==> src/rtl/tpu_pkg.sv <==
// tpu_pkg -- shared definitions for the PU feeder slice.
//   * FSM state encoding for pu_feeder (IDLE, CLEAR, STREAM, DRAIN, DONE)
//   * FP16 zero constant used for drain operands
//   * default widths / sizes for the feeder parameters
package tpu_pkg;

  // Default configuration of the feeder.
  localparam int DEF_DATA_WIDTH   = 16;
  localparam int DEF_FIFO_DEPTH   = 4;
  localparam int DEF_LEN_WIDTH    = 8;
  localparam int DEF_DRAIN_CYCLES = 3;

  // +0.0 in FP16; fed to the PU while draining its pipeline.
  localparam logic [15:0] FP16_ZERO = 16'h0000;

  // Feeder state encoding (plain constants so older tools can share it).
  typedef logic [2:0] state_t;
  localparam state_t ST_IDLE   = 3'd0;
  localparam state_t ST_CLEAR  = 3'd1;
  localparam state_t ST_STREAM = 3'd2;
  localparam state_t ST_DRAIN  = 3'd3;
  localparam state_t ST_DONE   = 3'd4;

endpackage

==> src/rtl/pu_feeder_fifo.sv <==
// pu_feeder_fifo -- small synchronous FIFO holding operand pairs.
// Ports:
//   clk, reset_n        clock, asynchronous active-low reset (empties the FIFO)
//   push, push_data     write one entry (ignored when full)
//   pop                 discard the head entry (ignored when empty)
//   head_data           current head entry, valid whenever !empty
//   full, empty         occupancy flags
// DEPTH must be a power of two so the pointers wrap naturally.
module pu_feeder_fifo #(
  parameter int WIDTH = 32,
  parameter int DEPTH = 4
) (
  input  logic             clk,
  input  logic             reset_n,
  input  logic             push,
  input  logic [WIDTH-1:0] push_data,
  input  logic             pop,
  output logic [WIDTH-1:0] head_data,
  output logic             full,
  output logic             empty
);

  localparam int AW = (DEPTH > 1) ? $clog2(DEPTH) : 1;

  logic [WIDTH-1:0] mem [DEPTH];
  logic [AW-1:0]    wr_ptr_reg;
  logic [AW-1:0]    rd_ptr_reg;
  logic [AW:0]      count_reg;
  logic             push_ok;
  logic             pop_ok;

  assign full      = (count_reg == (AW+1)'(DEPTH));
  assign empty     = (count_reg == '0);
  assign push_ok   = push && !full;
  assign pop_ok    = pop && !empty;
  assign head_data = mem[rd_ptr_reg];

  // Storage carries no reset: entries are only observed once written.
  always_ff @(posedge clk) begin
    if (push_ok) begin
      mem[wr_ptr_reg] <= push_data;
    end
  end

  always_ff @(posedge clk or negedge reset_n) begin
    if (!reset_n) begin
      wr_ptr_reg <= '0;
      rd_ptr_reg <= '0;
      count_reg  <= '0;
    end else begin
      if (push_ok) wr_ptr_reg <= wr_ptr_reg + 1'b1;
      if (pop_ok)  rd_ptr_reg <= rd_ptr_reg + 1'b1;
      // Simultaneous push and pop leaves the occupancy unchanged.
      case ({push_ok, pop_ok})
        2'b10:   count_reg <= count_reg + 1'b1;
        2'b01:   count_reg <= count_reg - 1'b1;
        default: count_reg <= count_reg;
      endcase
    end
  end

endmodule

==> src/rtl/pu_feeder.sv <==
// pu_feeder -- buffers an FP16 operand-pair stream and feeds it to a MAC
// processing unit: clear pulse, one pu_en cycle per pair, DRAIN_CYCLES
// zero-operand flush cycles, then a one-cycle done pulse.
// Ports:
//   clk, reset_n                   clock, asynchronous active-low reset
//   start, len                     request a dot product of len pairs
//   in_valid/in_ready/in_a/in_b    operand-pair input stream
//   pu_en/pu_a/pu_b                operands to the PU (registered)
//   pu_clr                         one-cycle accumulator clear
//   busy, done                     status / completion pulse
// Build option: define PU_FEEDER_ZERO_SKIP_EN to suppress pu_en for pairs
// with a signed-zero operand (still counted as issued).
module pu_feeder
  import tpu_pkg::*;
#(
  parameter int DATA_WIDTH   = DEF_DATA_WIDTH,
  parameter int FIFO_DEPTH   = DEF_FIFO_DEPTH,
  parameter int LEN_WIDTH    = DEF_LEN_WIDTH,
  parameter int DRAIN_CYCLES = DEF_DRAIN_CYCLES
) (
  input  logic                  clk,
  input  logic                  reset_n,
  input  logic                  start,
  input  logic [LEN_WIDTH-1:0]  len,
  input  logic                  in_valid,
  output logic                  in_ready,
  input  logic [DATA_WIDTH-1:0] in_a,
  input  logic [DATA_WIDTH-1:0] in_b,
  output logic                  pu_en,
  output logic [DATA_WIDTH-1:0] pu_a,
  output logic [DATA_WIDTH-1:0] pu_b,
  output logic                  pu_clr,
  output logic                  busy,
  output logic                  done
);

  // One extra bit so len = 2^LEN_WIDTH-1 never wraps the counters.
  localparam int CW  = LEN_WIDTH + 1;
  localparam int DCW = (DRAIN_CYCLES > 1) ? $clog2(DRAIN_CYCLES) : 1;

  state_t                state_reg, state_next;
  logic [CW-1:0]         len_reg;
  logic [CW-1:0]         acc_cnt_reg;
  logic [CW-1:0]         iss_cnt_reg;
  logic [DCW-1:0]        drain_cnt_reg;
  logic                  zlen_done_reg;
  logic                  pu_en_reg, pu_en_next;
  logic [DATA_WIDTH-1:0] pu_a_reg, pu_a_next;
  logic [DATA_WIDTH-1:0] pu_b_reg, pu_b_next;

  logic                    fifo_push, fifo_pop, fifo_full, fifo_empty;
  logic [2*DATA_WIDTH-1:0] fifo_head;
  logic [DATA_WIDTH-1:0]   head_a, head_b;
  logic                    skip;

  assign head_a = fifo_head[2*DATA_WIDTH-1:DATA_WIDTH];
  assign head_b = fifo_head[DATA_WIDTH-1:0];

  assign in_ready  = (state_reg == ST_STREAM) && !fifo_full && (acc_cnt_reg < len_reg);
  assign fifo_push = in_valid && in_ready;
  assign fifo_pop  = (state_reg == ST_STREAM) && !fifo_empty && (iss_cnt_reg < len_reg);

`ifdef PU_FEEDER_ZERO_SKIP_EN
  // Sign bit ignored: +0 and -0 both contribute nothing to the MAC.
  assign skip = (head_a[DATA_WIDTH-2:0] == '0) || (head_b[DATA_WIDTH-2:0] == '0);
`else
  assign skip = 1'b0;
`endif

  pu_feeder_fifo #(
    .WIDTH (2*DATA_WIDTH),
    .DEPTH (FIFO_DEPTH)
  ) u_fifo (
    .clk       (clk),
    .reset_n   (reset_n),
    .push      (fifo_push),
    .push_data ({in_a, in_b}),
    .pop       (fifo_pop),
    .head_data (fifo_head),
    .full      (fifo_full),
    .empty     (fifo_empty)
  );

  always_comb begin
    state_next = state_reg;
    case (state_reg)
      ST_IDLE:   if (start && (len != '0)) state_next = ST_CLEAR;
      ST_CLEAR:  state_next = ST_STREAM;
      // Checked on the registered count so the last pair's pu_en cycle
      // completes before the first drain cycle.
      ST_STREAM: if (iss_cnt_reg == len_reg) state_next = ST_DRAIN;
      ST_DRAIN:  if (drain_cnt_reg == DCW'(DRAIN_CYCLES - 1)) state_next = ST_DONE;
      ST_DONE:   state_next = ST_IDLE;
      default:   state_next = ST_IDLE;
    endcase
  end

  // PU operands are registered; a pop and a drain entry never coincide
  // because pops stop once the issued count reaches len.
  always_comb begin
    pu_en_next = 1'b0;
    pu_a_next  = pu_a_reg;
    pu_b_next  = pu_b_reg;
    if (fifo_pop) begin
      pu_en_next = !skip;
      pu_a_next  = head_a;
      pu_b_next  = head_b;
    end else if (state_next == ST_DRAIN) begin
      pu_en_next = 1'b1;
      pu_a_next  = DATA_WIDTH'(FP16_ZERO);
      pu_b_next  = DATA_WIDTH'(FP16_ZERO);
    end
  end

  always_ff @(posedge clk or negedge reset_n) begin
    if (!reset_n) begin
      state_reg     <= ST_IDLE;
      len_reg       <= '0;
      acc_cnt_reg   <= '0;
      iss_cnt_reg   <= '0;
      drain_cnt_reg <= '0;
      zlen_done_reg <= 1'b0;
      pu_en_reg     <= 1'b0;
      pu_a_reg      <= '0;
      pu_b_reg      <= '0;
    end else begin
      state_reg     <= state_next;
      pu_en_reg     <= pu_en_next;
      pu_a_reg      <= pu_a_next;
      pu_b_reg      <= pu_b_next;
      zlen_done_reg <= (state_reg == ST_IDLE) && start && (len == '0);
      if (state_reg == ST_IDLE) begin
        acc_cnt_reg <= '0;
        iss_cnt_reg <= '0;
        if (start) len_reg <= CW'(len);
      end else begin
        if (fifo_push) acc_cnt_reg <= acc_cnt_reg + 1'b1;
        if (fifo_pop)  iss_cnt_reg <= iss_cnt_reg + 1'b1;
      end
      if (state_reg == ST_DRAIN) drain_cnt_reg <= drain_cnt_reg + 1'b1;
      else                       drain_cnt_reg <= '0;
    end
  end

  assign pu_en  = pu_en_reg;
  assign pu_a   = pu_a_reg;
  assign pu_b   = pu_b_reg;
  assign pu_clr = (state_reg == ST_CLEAR);
  assign busy   = (state_reg != ST_IDLE);
  assign done   = (state_reg == ST_DONE) || zlen_done_reg;

endmodule
==> config.mk <==
export PLATFORM = sky130hd
export DESIGN_NAME = pu_feeder
export DESIGN_NICKNAME = d
export VERILOG_FILES = /design/src/rtl/tpu_pkg.sv /design/src/rtl/pu_feeder_fifo.sv /design/src/rtl/pu_feeder.sv
export SDC_FILE = /design/constraint.sdc
export NUM_CORES = 1
export LEC_CHECK = 0
export ABC_AREA = 1
export BUFFER_PORTS_ARGS = -buffer_cell sky130_fd_sc_hd__buf_2
export CORE_MARGIN = 8
export CORE_UTILIZATION = 55
export CTS_CLUSTER_DIAMETER = 100
export CTS_CLUSTER_SIZE = 16
export DETAILED_ROUTE_END_ITERATION = 10
export PLACE_DENSITY = 0.8
export SLEW_MARGIN = 20
export SYNTH_ARGS = -nofsm -noshare
export SYNTH_HDL_FRONTEND = slang
export SYNTH_SLANG_ARGS = --single-unit
==> constraint.sdc <==
create_clock -name clk -period 4 [get_ports clk]
set_input_delay 0.6 -clock clk [delete_from_list [all_inputs] [get_ports clk]]
set_output_delay 0.6 -clock clk [all_outputs]
set_load 0.02 [all_outputs]
After elaboration in Yosys (flattened, before gate mapping)
Memories as Yosys holds them, arrays and structs flattened.
Index checks and enable logic that the tools add are counted.
Storage, ports and cells
  output and inout port bits: 37
  bits of input ports: 44
  register bits: 72
  RAM bits: 128
  memories kept: 1
  logic and storage cells: 72
Memory list
  u_fifo.mem: words 4, bits a word 32, read ports 1, clocked after memory_dff 0, wr ports 1, line pu_feeder_fifo.sv:25  | logic [WIDTH-1:0] mem [DEPTH];
Cells by class
  add/sub/neg operators: 7
  reductions and logical operators: 23
  order comparisons: 2
  muxes and demuxes: 17
  eq/ne operators: 10
Operators with widths (count)
  two-way mux 16 bit: 3
  two-way mux 9 bit: 4
  adder 9 x 1 -> 9 bit (second input constant): 2
  < comparator 9 x 8 -> 1 bit: 2
  case mux 3 bit (4 select lines): 1
  logical AND 1 bit: 10
  equality test 3 x 2 -> 1 bit (second input constant): 3
  equality test 9 x 8 -> 1 bit: 1
  two-way mux 3 bit: 3
  zero test 8 bit: 1
  nonzero test 2 bit: 4
  nonzero test 8 bit: 1
  adder 2 x 1 -> 2 bit (second input constant): 3
  equality test 3 bit (second input constant): 2
  zero test 3 bit: 2
  case mux 3 bit (2 select lines): 1
  equality test 2 bit (second input constant): 2
  two-way mux 1 bit: 4
  adder 3 x 1 -> 3 bit (second input constant): 1
  equality test 3 x 1 -> 1 bit (second input constant): 1
  nonzero test 3 bit: 1
  subtractor 3 x 1 -> 3 bit (second input constant): 1
  equality test 2 x 1 -> 1 bit (second input constant): 1
  zero test 1 bit: 2
  other kinds (3): 3

Depth between registers and ports, before layout
Gate-level depths: netlist of the first run.
  word-level depth: 8
  mapped depth: 16
  gate-level depth less buffers: 15

Cells and area by module
Synthesis of the first run repeated with hierarchy kept, for this count alone.
Second synthesis, totals
  cell total of the unflattened synthesis: 853
  area, all modules: 9115.0 um^2
Modules (own cells, without submodules)
  pu_feeder_fifo: times used 1, cells an instance 435, sequential area each 4018.9 um^2, area each 5572.8 um^2
  pu_feeder: times used 1, cells an instance 418, sequential area each 1626.6 um^2, area each 3542.1 um^2

Worst setup path before layout of the first run
OpenSTA, ideal clock, no wires.
  path kind: register -> register
  start: register acc_cnt_reg[6]
  end: memory u_fifo.mem[0][0] (enable)
  period minus slack after synthesis: 3152 ps
  stages on the path, launching flop included: 10
  path slack: 848 ps
  arrival time: 2731 ps
  required time: 3579 ps
  path buffers: 1
  library setup time: 421 ps
  path through: dfrtp_1 ha_1 nand2_1 inv_1 nor2_1 nor2_1 nor2_1 nand4_2 buf_2 nor2_1
Between the ends
  cells in the longest elaborated chain, start to end: 6
Ends and longest elaborated chain
  start: declaration: line pu_feeder.sv:43  | logic [CW-1:0] acc_cnt_reg;
  start signal: assignment: line pu_feeder.sv:137  | if (fifo_push) acc_cnt_reg <= acc_cnt_reg + 1'b1;
  < comparator 9 x 8 -> 1 bit: line pu_feeder.sv:59  | assign in_ready = (state_reg == ST_STREAM) && !fifo_full && (acc_cnt_reg < len_reg);
  logical AND 1 bit: line pu_feeder.sv:59
  logical AND 1 bit: line pu_feeder.sv:60  | assign fifo_push = in_valid && in_ready;
  logical AND 1 bit: line pu_feeder_fifo.sv:34  | assign push_ok = push && !full;
  two-way mux 1 bit: line pu_feeder_fifo.sv:40  | if (push_ok) begin
  two-way mux 1 bit (not written as such): line pu_feeder_fifo.sv:41  | mem[wr_ptr_reg] <= push_data;
  end: declaration: line pu_feeder_fifo.sv:25
Every way passes these cells.

Worst setup path in the final report of the first run
  start: register state_reg[0]
  end: output port busy
Between the ends
  cells in the longest elaborated chain, start to end: 1
Ends and longest elaborated chain
  start: declaration: line pu_feeder.sv:41  | state_t state_reg, state_next;
  start signal: assignment: line pu_feeder.sv:127  | state_reg <= state_next;
  nonzero test 3 bit: line pu_feeder.sv:149  | assign busy = (state_reg != ST_IDLE);
  end: declaration: line pu_feeder.sv:33  | output logic busy,
Every way passes these cells.

==> metrics, run 1 <==
status finished, final reports clean; Layout Utilization a little under two thirds; deepest clock path buffer count 2; overall routing resource usage approximately a fifth; chip width 140 um; Setup Buffers After CTS 0; RSZ-0062 raised after global routing false; final hold violations 0; Synth Net Count between 800 and 900; CTS sink count 200; max reg flops 128; Final period util around two thirds; FP Rows 45; most common cell after layout, fill and taps aside nand2_1; Routed WL between 15000 and 20000 um; most frequent cells in the layout nand2_1 (135), edfxtp_1 (128), nor2_1 (95); r2r endpoint u_fifo.count_reg[2]; Port Buf Inserts 80; clock network power share 23.5%; Reg clk slew, reported paths around 0.07 ns; Place WS between 1 and 1.5 ns; Detailed Place HPWL approximately 11000 um; Residual DRC 0; nets@finish about 900; Setup crit end kind primary output; clk_lat worst skew about 0.44 ns; Max Slew Vio Count 0; YS warnings 0; vias per cell 5.57; first-pass GRT wire length between 20000 and 30000 um; PwrDens 730 nW/um^2; Flop pwr share a little over two fifths; remaining antenna violation count 0; synthesized cell area around 8500 um^2; Final setup viols 0; Worst Max-Slew Pin Slew around 0.95 ns; drt wl/cell 16.9 um; Hold-fix buffers, CTS 0; fmax roughly 0.37 GHz; number of DRC markers in iteration 0 414; setup ws final approximately 1.3 ns; Synth area leader edfxtp_1; total of max-cap violations 0; grt total ovfl 0; Setup Skew about 0.014 ns; Post-Syn Area per Cell 11.0 um^2; Final min period 2.68 ns; Die ar. roughly 20000 um^2; Slew HR 36.6%; post-synthesis register bit count 200; CTS tree done; worst reg2reg path startpoint acc_cnt_reg[5]; r2r setup slk about 1.4 ns; setup_tns 0 ns; Comb power frac 33.6%; vias in the first global route around 5900; core box area between 15000 and 20000 um^2; Synth area leaders edfxtp_1 (45%), dfrtp_1 (21%), nand2_1 (6.0%), nor2_1 (4.4%), nand3_1 (4.1%); TritonRoute pass-1 iters 5; Seq/Total Area, Yosys 66.5%; CP Launch Type flop; worst r2r path cells 12; Ports 81; crit path DAT around 2.1 ns; post-CTS sizing 0; Power, Total 7.05 mW; via count roughly 6000; peak supply drop between 500 and 600 uV; initial antenna violation count 2; root buf cell clkbuf_16; placement-stage cell area 9080 um^2; largest net degree at the start of global routing 73; crit path max fanout 30; Net Sw Frac a little under two fifths; Finished Cell Area 9660 um^2; Sw Pwr 2.69 mW; Initial Util between 50% and 60%; Yosys top cell area share 45.3%; Cell Int Power 4.36 mW; Layout area overhead 13.7%; layout cells sized above 1 between 10% and 20%; Syn Inst Count just under 800; WS Path Type flop to primary output; Die Span Y ~140 um; Num CTS Buffers 17; Pleak approximately 4.2 nW; routability cong. slightly above 0.8; post-synthesis cell type count 33; H-tree depth 4; Fillers ~1100; Critical Path RT 3.40 ns; worst min path class input pin to async pin
## cell families (layout without fill, tap and decap cells)
group                      count (synthesis)  after routing  synth area share, %
xor gates and xnor gates                  11             11                 1.13
other                                      0              1                    0
AOI/OAI and AO/OA                        118            118                 7.57
DFF                                      200            200                 66.5
muxes                                      1              1                0.133
buffers and inverters                     88            176                 4.43
adders and majority gates                 24             24                 3.62
and+or+nand+nor                          330            330                 16.6
## stage by stage
stage / std cells / hold WS (ns)
final: 1049 / 0.292
after global routing: 1049 / 0.359
after CTS: 1048 / 0.343
after detailed placement: 1016 / 0.415
after global placement: 1016 / 0.413
after floorplan: 772 / 0.304
## synthesized netlist by cell type (all sizes together)
| cell type | number |
|---|---|
| clkbuf | 16 |
| xnor2 | 2 |
| a21o | 1 |
| mux2 | 1 |
| nor3 | 3 |
| nor4 | 2 |
| fa | 1 |
| dfrtp | 72 |
| o22ai | 32 |
| nand3 | 69 |
| a21oi | 11 |
| nor3b | 1 |
| inv | 51 |
| buf | 21 |
| xor2 | 9 |
| edfxtp | 128 |
| ha | 23 |
| nor2 | 102 |
| o21ai | 70 |
| nand2 | 137 |
| nand3b | 1 |
| o21bai | 4 |
| nand4 | 15 |
## layout make-up
cell class                 instances  area (um^2)  area share [%]
sequential                       200         5650            58.5
multi-input combinational        484         2500            25.9
timing repair buffer              93          500            5.18
clock buffer                      17          425            4.41
tap                              188          235            2.44
inverter                          51          194            2.01
clock inverter                    15          150            1.56
antenna                            1         2.50          0.0259
## power by group through the flow
stage	logic [mW]	clock network (mW)	registers (mW)
after floorplan	1.45	0	3.23
after global placement	2.32	0	3.05
after detailed placement	2.39	0	3.06
after CTS	2.40	1.68	3.02
after global routing	2.67	1.77	3.07
final	2.37	1.66	3.03
## critical path: stages, from the launching register on
cell	delay, ns
dfrtp_1	0.41
nor2_1	0.06
inv_1	0.11
nor2_4	0.08
inv_1	0.69
buf_2	0.31
## worst max path at each step
stage | from | endpoint | slack [ns] | cells past startpoint
floorplan | acc_cnt_reg[6] | u_fifo.mem[0][0] | 0.85 | 9
global placement | acc_cnt_reg[5] | u_fifo.count_reg[2] | 1.49 | 12
detailed placement | acc_cnt_reg[5] | u_fifo.count_reg[2] | 1.38 | 12
CTS | state_reg[0] | busy | 1.31 | 5
global route | state_reg[0] | busy | 1.12 | 5
finish | state_reg[0] | busy | 1.32 | 5
## per-layer routing
metal | part of all wire, % | GRT usage (%) | up-vias | wire length [um]
li1 | - | - | 2824 | -
met1 | 43 | 23.9 | 2791 | 7610
met2 | 50 | 31.5 | 202 | 8790
met3 | 5.9 | 4.15 | 21 | 1040
met4 | 1.6 | 6.91 | 2 | 284
met5 | 0.056 | 0 | - | 10
Note: power is estimated with default switching activity, not from simulation.
==> inputs of run 2 (changes only) <==
==> constraint.sdc (replaced) <==
create_clock -name clk -period 2.68 [get_ports clk]
set_input_delay 0.402 -clock clk [delete_from_list [all_inputs] [get_ports clk]]
set_output_delay 0.402 -clock clk [all_outputs]
set_load 0.02 [all_outputs]
==> metrics, run 2 (synthesis gave the netlist of run 1 again) <==
status finished, final reports clean (unchanged); most common cell after layout, fill and taps aside nand2_1 (unchanged); clk_lat worst skew 0.44 ns (about the same); total of max-cap violations 0 (unchanged); core box area 15100 um^2 (unchanged); grt total ovfl 0 (unchanged); overall routing resource usage 19.0% (was 18.9%); Setup crit end kind flop (was primary output); TritonRoute pass-1 iters 5 (unchanged); placement-stage cell area 9150 um^2 (was 9080 um^2); Routed WL 18200 um (was 17700 um); Finished Cell Area 9720 um^2 (was 9660 um^2); Sw Pwr 4.03 mW (was 2.69 mW); layout cells sized above 1 16.5% (was 16.3%); Pleak 4.22 nW (was 4.19 nW); most frequent cells in the layout nand2_1 (135), edfxtp_1 (128), nor2_1 (95) (unchanged); peak supply drop 708 uV (was 571 uV); WS Path Type flop to flop (was flop to primary output); drt wl/cell 17.2 um (was 16.9 um); number of DRC markers in iteration 0 399 (was 414); worst min path class input pin to flop (was input pin to async pin); via count 5891 (was 5840); post-CTS sizing 0 (unchanged); root buf cell clkbuf_16 (unchanged); Residual DRC 0 (unchanged); CP Launch Type flop (unchanged); crit path max fanout 5 (was 30); Cell Int Power 6.53 mW (was 4.36 mW); Port Buf Inserts 80 (unchanged); Final min period roughly 2.4 ns; Worst Max-Slew Pin Slew 0.689 ns (was 0.949 ns); largest net degree at the start of global routing 66 (was 73); Die ar. 19700 um^2 (unchanged); RSZ-0062 raised after global routing false (unchanged); fmax 0.415 GHz; Slew HR 54.0% (was 36.6%); CTS sink count 200 (unchanged); Power, Total 10.6 mW (was 7.05 mW); Buf/Inv on CP 3 (unchanged); Final setup viols 0 (unchanged); Final period util between 80% and 90%; Setup Skew 0.0138 ns (was 0.0136 ns); FP Rows 45 (unchanged); crit-path max cell delay 0.43 ns (was 0.69 ns); Critical Path RT 3.00 ns (was 3.40 ns); vias per cell 5.59 (was 5.57); Net Sw Frac 38.1% (was 38.2%); Num CTS Buffers 17 (unchanged); Crit path max-delay family adder cells (was buffers and inverters); Crit-path slowest cell dfrtp_1 (was inv_1); deepest clock path buffer count 2 (unchanged); H-tree depth 4 (unchanged); Reg clk slew, reported paths 0.07 ns (about the same); initial antenna violation count 2 (unchanged); final hold violations 0 (unchanged); worst-path cell chain ha_1, nand2_1, inv_1, o21ai_1, nand3_1, nand2_1, nand2_4, inv_4, ha_1, inv_1, fa_1, a21oi_1, o21ai_0, xor2_1 (was nor2_1, inv_1, nor2_4, inv_1, buf_2); routability cong. 0.823 (was 0.812); CTS tree done (unchanged); Ports 81 (unchanged); Die Span Y 140 um (unchanged); Initial Util 56.1% (unchanged); Fillers 1150 (was 1136); crit path DAT 2.73 ns (was 2.08 ns); remaining antenna violation count 0 (unchanged); first-pass GRT wire length 29400 um (was 29300 um); max reg flops 128 (unchanged); nets@finish 920 (was 915); chip width 140 um (unchanged); Flop pwr share 42.5% (was 42.9%); clock network power share 23.1% (was 23.5%); vias in the first global route 5903 (was 5866); setup_tns 0 ns (unchanged); Comb power frac 34.5% (was 33.6%); PwrDens 1090 nW/um^2 (was 730 nW/um^2); Max Slew Vio Count 0 (unchanged); Detailed Place HPWL 11300 um (was 11100 um); Layout area overhead 14.4% (was 13.7%)
## run 2: repair_timing
item / CTS / global route
setup buffers: 0 / 0
hold buffers: 1 / 0
hold endpoints to repair: 42 / 0
## run 2: layout make-up
class	instances	area (um^2)	share of cell area (%)
Sequential cell	200	5650	58.1
Multi-Input combinational cell	484	2500	25.7
Tap cell	188	235	2.42
Inverter	51	194	2.00
Antenna cell	1	2.50	0.0258
Clock buffer	17	425	4.38
Timing Repair Buffer	98	578	5.95
Clock inverter	15	134	1.38
## run 2: per-layer routing
layer / GRT usage [%] / up-vias / wire length (um)
met5: 0 / - / 10
met4: 7.77 / 2 / 362
met3: 4.86 / 30 / 1170
met2: 32.1 / 188 / 9030
met1: 22.9 / 2843 / 7590
li1: - / 2828 / -
## run 2: power by group through the flow
stage	Combinational (mW)	Sequential [mW]	Clock, mW
final	3.64	4.49	2.43
after detailed placement	3.63	4.54	0
after CTS	3.67	4.48	2.46
after global placement	3.52	4.52	0
after global routing	4.06	4.56	2.58
after floorplan	2.16	4.82	0
## run 2: path summary, 6_finish.rpt
kind | slack [ns] | end | depth (start not counted) | startpoint
max in group asynchronous | 1.46 | pu_b[15] | 3 | reset_n
min | 0.17 | u_fifo.mem[1][30] | 1 | in_a[14]
max reg2reg | 0.27 | u_fifo.count_reg[2] | 14 | iss_cnt_reg[2]
max | 0.27 | u_fifo.count_reg[2] | 14 | iss_cnt_reg[2]
min in group asynchronous | 0.51 | len_reg[0] | 2 | reset_n
min reg2reg | 0.43 | drain_cnt_reg[0] | 1 | drain_cnt_reg[0]
## run 2: metrics by stage
step	cells	hold slack, ns	utilization [%]	setup WS [ns]
final	1054	0.172	64.2	0.273
after floorplan	772	0.106	-	-0.472
after CTS	1053	0.160	64.1	0.272
after global routing	1054	0.159	64.2	0.137
after detailed placement	1020	0.428	60.4	0.277
after global placement	1020	0.411	60.4	0.347
==> inputs of run 3 (changes only) <==
--- a/config.mk
+++ b/config.mk
@@ -7,12 +7,14 @@
 export LEC_CHECK = 0
 export ABC_AREA = 1
 export BUFFER_PORTS_ARGS = -buffer_cell sky130_fd_sc_hd__buf_2
+export CELL_PAD_IN_SITES_DETAIL_PLACEMENT = 1
+export CELL_PAD_IN_SITES_GLOBAL_PLACEMENT = 2
 export CORE_MARGIN = 8
-export CORE_UTILIZATION = 55
+export CORE_UTILIZATION = 39
 export CTS_CLUSTER_DIAMETER = 100
 export CTS_CLUSTER_SIZE = 16
 export DETAILED_ROUTE_END_ITERATION = 10
-export PLACE_DENSITY = 0.8
+export PLACE_DENSITY = 0.76
 export SLEW_MARGIN = 20
 export SYNTH_ARGS = -nofsm -noshare
 export SYNTH_HDL_FRONTEND = slang
==> metrics, run 3 (synthesis gave the netlist of run 1 again) <==
Critical Path RT 3.00 ns (about the same); overall routing resource usage 16.7% (was 19.0%); M1 WL 9540 um (was 7590 um); placed cells 1114 (was 1020); remaining antenna violation count 0 (unchanged); Port Buf Inserts 80 (unchanged); placement-stage cell area 9300 um^2 (was 9150 um^2); CP startpoint iss_cnt_reg[2] (unchanged); max reg flops 128 (unchanged); via count 5945 (was 5891); PwrDens 1090 nW/um^2 (about the same); total of max-cap violations 0 (unchanged); Finished Cell Area 9910 um^2 (was 9720 um^2); root buf cell clkbuf_16 (unchanged); Die Span Y 164 um (was 140 um); clk_lat worst skew 0.43 ns (was 0.44 ns); Routed WL 21700 um (was 18200 um); max layer used met5 (unchanged); crit path DAT 2.76 ns (was 2.73 ns); number of DRC markers in iteration 0 298 (was 399); Ports 81 (unchanged); worst r2r path cells 14 (unchanged); r2r endpoint u_fifo.count_reg[2] (unchanged); Crit path max-delay family adder cells (unchanged); Final setup viols 0 (unchanged); CTS tree done (unchanged); Final period util 91.2% (was 89.8%); Num CTS Buffers 17 (unchanged); WHS 0.0285 ns (was 0.172 ns); WL met3 678 um (was 1170 um); grt total ovfl 0 (unchanged); Buf/Inv on CP 3 (unchanged); nets@finish 921 (was 920); r2r setup slk 0.24 ns (was 0.27 ns); Worst Max-Slew Pin Slew 0.744 ns (was 0.689 ns); Inserted Diodes 0 (was 1); Slew HR 50.4% (was 54.0%); Initial Util 39.3% (was 56.1%); Hold-fix buffers, CTS 0 (was 1); peak supply drop 606 uV (was 708 uV); status finished, final reports clean (unchanged); TritonRoute pass-1 iters 4 (was 5); Residual DRC 0 (unchanged); drt wl/cell 18.9 um (was 17.2 um); CP Launch Type flop (unchanged); RSZ-0062 raised after global routing false (unchanged); routability cong. 0.800 (was 0.823); worst min path class input pin to async pin (was input pin to flop); setup ws final 0.236 ns (was 0.273 ns); core box area 21600 um^2 (was 15100 um^2); most frequent cells in the layout nand2_1 (135), edfxtp_1 (128), nor2_1 (95) (unchanged); non-filler cells, final 1146 (was 1054); Max Slew Vio Count 0 (unchanged); metal2 WL 11300 um (was 9030 um); Die ar. 26800 um^2 (was 19700 um^2); most common cell after layout, fill and taps aside nand2_1 (unchanged); crit path max fanout 5 (unchanged); Final min period 2.44 ns (was 2.41 ns); vias per cell 5.19 (was 5.59); Pleak 4.24 nW (was 4.22 nW); Fillers 2383 (was 1150); vias in the first global route 6390 (was 5903); setup_tns 0 ns (unchanged); largest net degree at the start of global routing 66 (unchanged); Setup Skew 0.0131 ns (was 0.0138 ns); crit-path max cell delay 0.44 ns (was 0.43 ns); final hold violations 0 (unchanged); initial antenna violation count 1 (was 2); CTS sink count 200 (unchanged); WS Path Type flop to flop (unchanged); worst-path cell chain ha_1, nand2_1, inv_1, o21ai_1, nand3_1, nand2_1, nand2_4, inv_4, ha_1, inv_1, fa_1, a21oi_1, o21ai_0, xor2_1 (unchanged); layout cells sized above 1 17.0% (was 16.5%); post-CTS sizing 0 (unchanged); Layout area overhead 16.7% (was 14.4%); worst reg2reg path startpoint iss_cnt_reg[2] (unchanged); chip width 164 um (was 140 um); Setup Buffers After CTS 0 (unchanged); first-pass GRT wire length 34600 um (was 29400 um); H-tree depth 4 (unchanged); Crit-path slowest cell dfrtp_1 (unchanged); Detailed Place HPWL 14100 um (was 11300 um); Reg clk slew, reported paths 0.08 ns (was 0.07 ns); Setup crit end kind flop (unchanged); Place WS 0.223 ns (was 0.277 ns); fmax 0.409 GHz (was 0.415 GHz); FP Rows 54 (was 45); deepest clock path buffer count 2 (unchanged)
run 3: changes by cell type in the layout (fill, tap and decap cells not counted), sizes merged:
cell and change:
inv -5, clkinv +4, buf +2, clkinvlp +1
diode -1, dlygate4sd3 -1
run 3: cell type report:
class                   instances  area (um^2)  area share, %
clock inverters                15          183           1.84
inverters                      51          194           1.96
clock buffers                  17          425           4.29
repair buffers                 99          608           6.14
well taps                     280          350           3.54
multi-input cells             484         2500           25.2
flip-flops and latches        200         5650           57.0
run 3: metrics by stage:
step | power (mW) | utilization [%]
final | 10.8 | 45.8
after global routing | 11.6 | 45.8
after CTS | 11.0 | 45.8
after detailed placement | 8.41 | 43.0
after global placement | 8.23 | 43.0
after floorplan | 6.98 | -
run 3: metal layers:
metal	GRT usage [%]	vias up
li1	-	2826
met1	20.2	3011
met4	4.75	2
met5	0	-
met2	29.9	89
met3	2.95	17
run 3: how the worst max path moves through the flow:
stage                                     end  cells past startpoint
final                     u_fifo.count_reg[2]                     14
after global routing      u_fifo.count_reg[2]                     15
after CTS                 u_fifo.count_reg[2]                     15
after detailed placement  u_fifo.count_reg[2]                     15
after global placement    u_fifo.count_reg[2]                     15
after floorplan              u_fifo.mem[0][0]                      9
run 3: report_power, final:
group	switching, mW	internal, mW	leakage (nW)	total (mW)
Clock	1.28	1.26	0.287	2.55
Sequential	0.401	4.12	2.03	4.52
Combinational	2.56	1.20	1.92	3.77
run 3: worst register-to-register path, delay by kind of cell, from the launching register on:
family                     cells  cell delay, ns
AOI/OAI and AO/OA              3            0.37
xor gates and xnor gates       1            0.15
adders and majority gates      3            0.85
buffers and inverters          3            0.15
DFF                            1            0.44
and+or+nand+nor                4            0.36
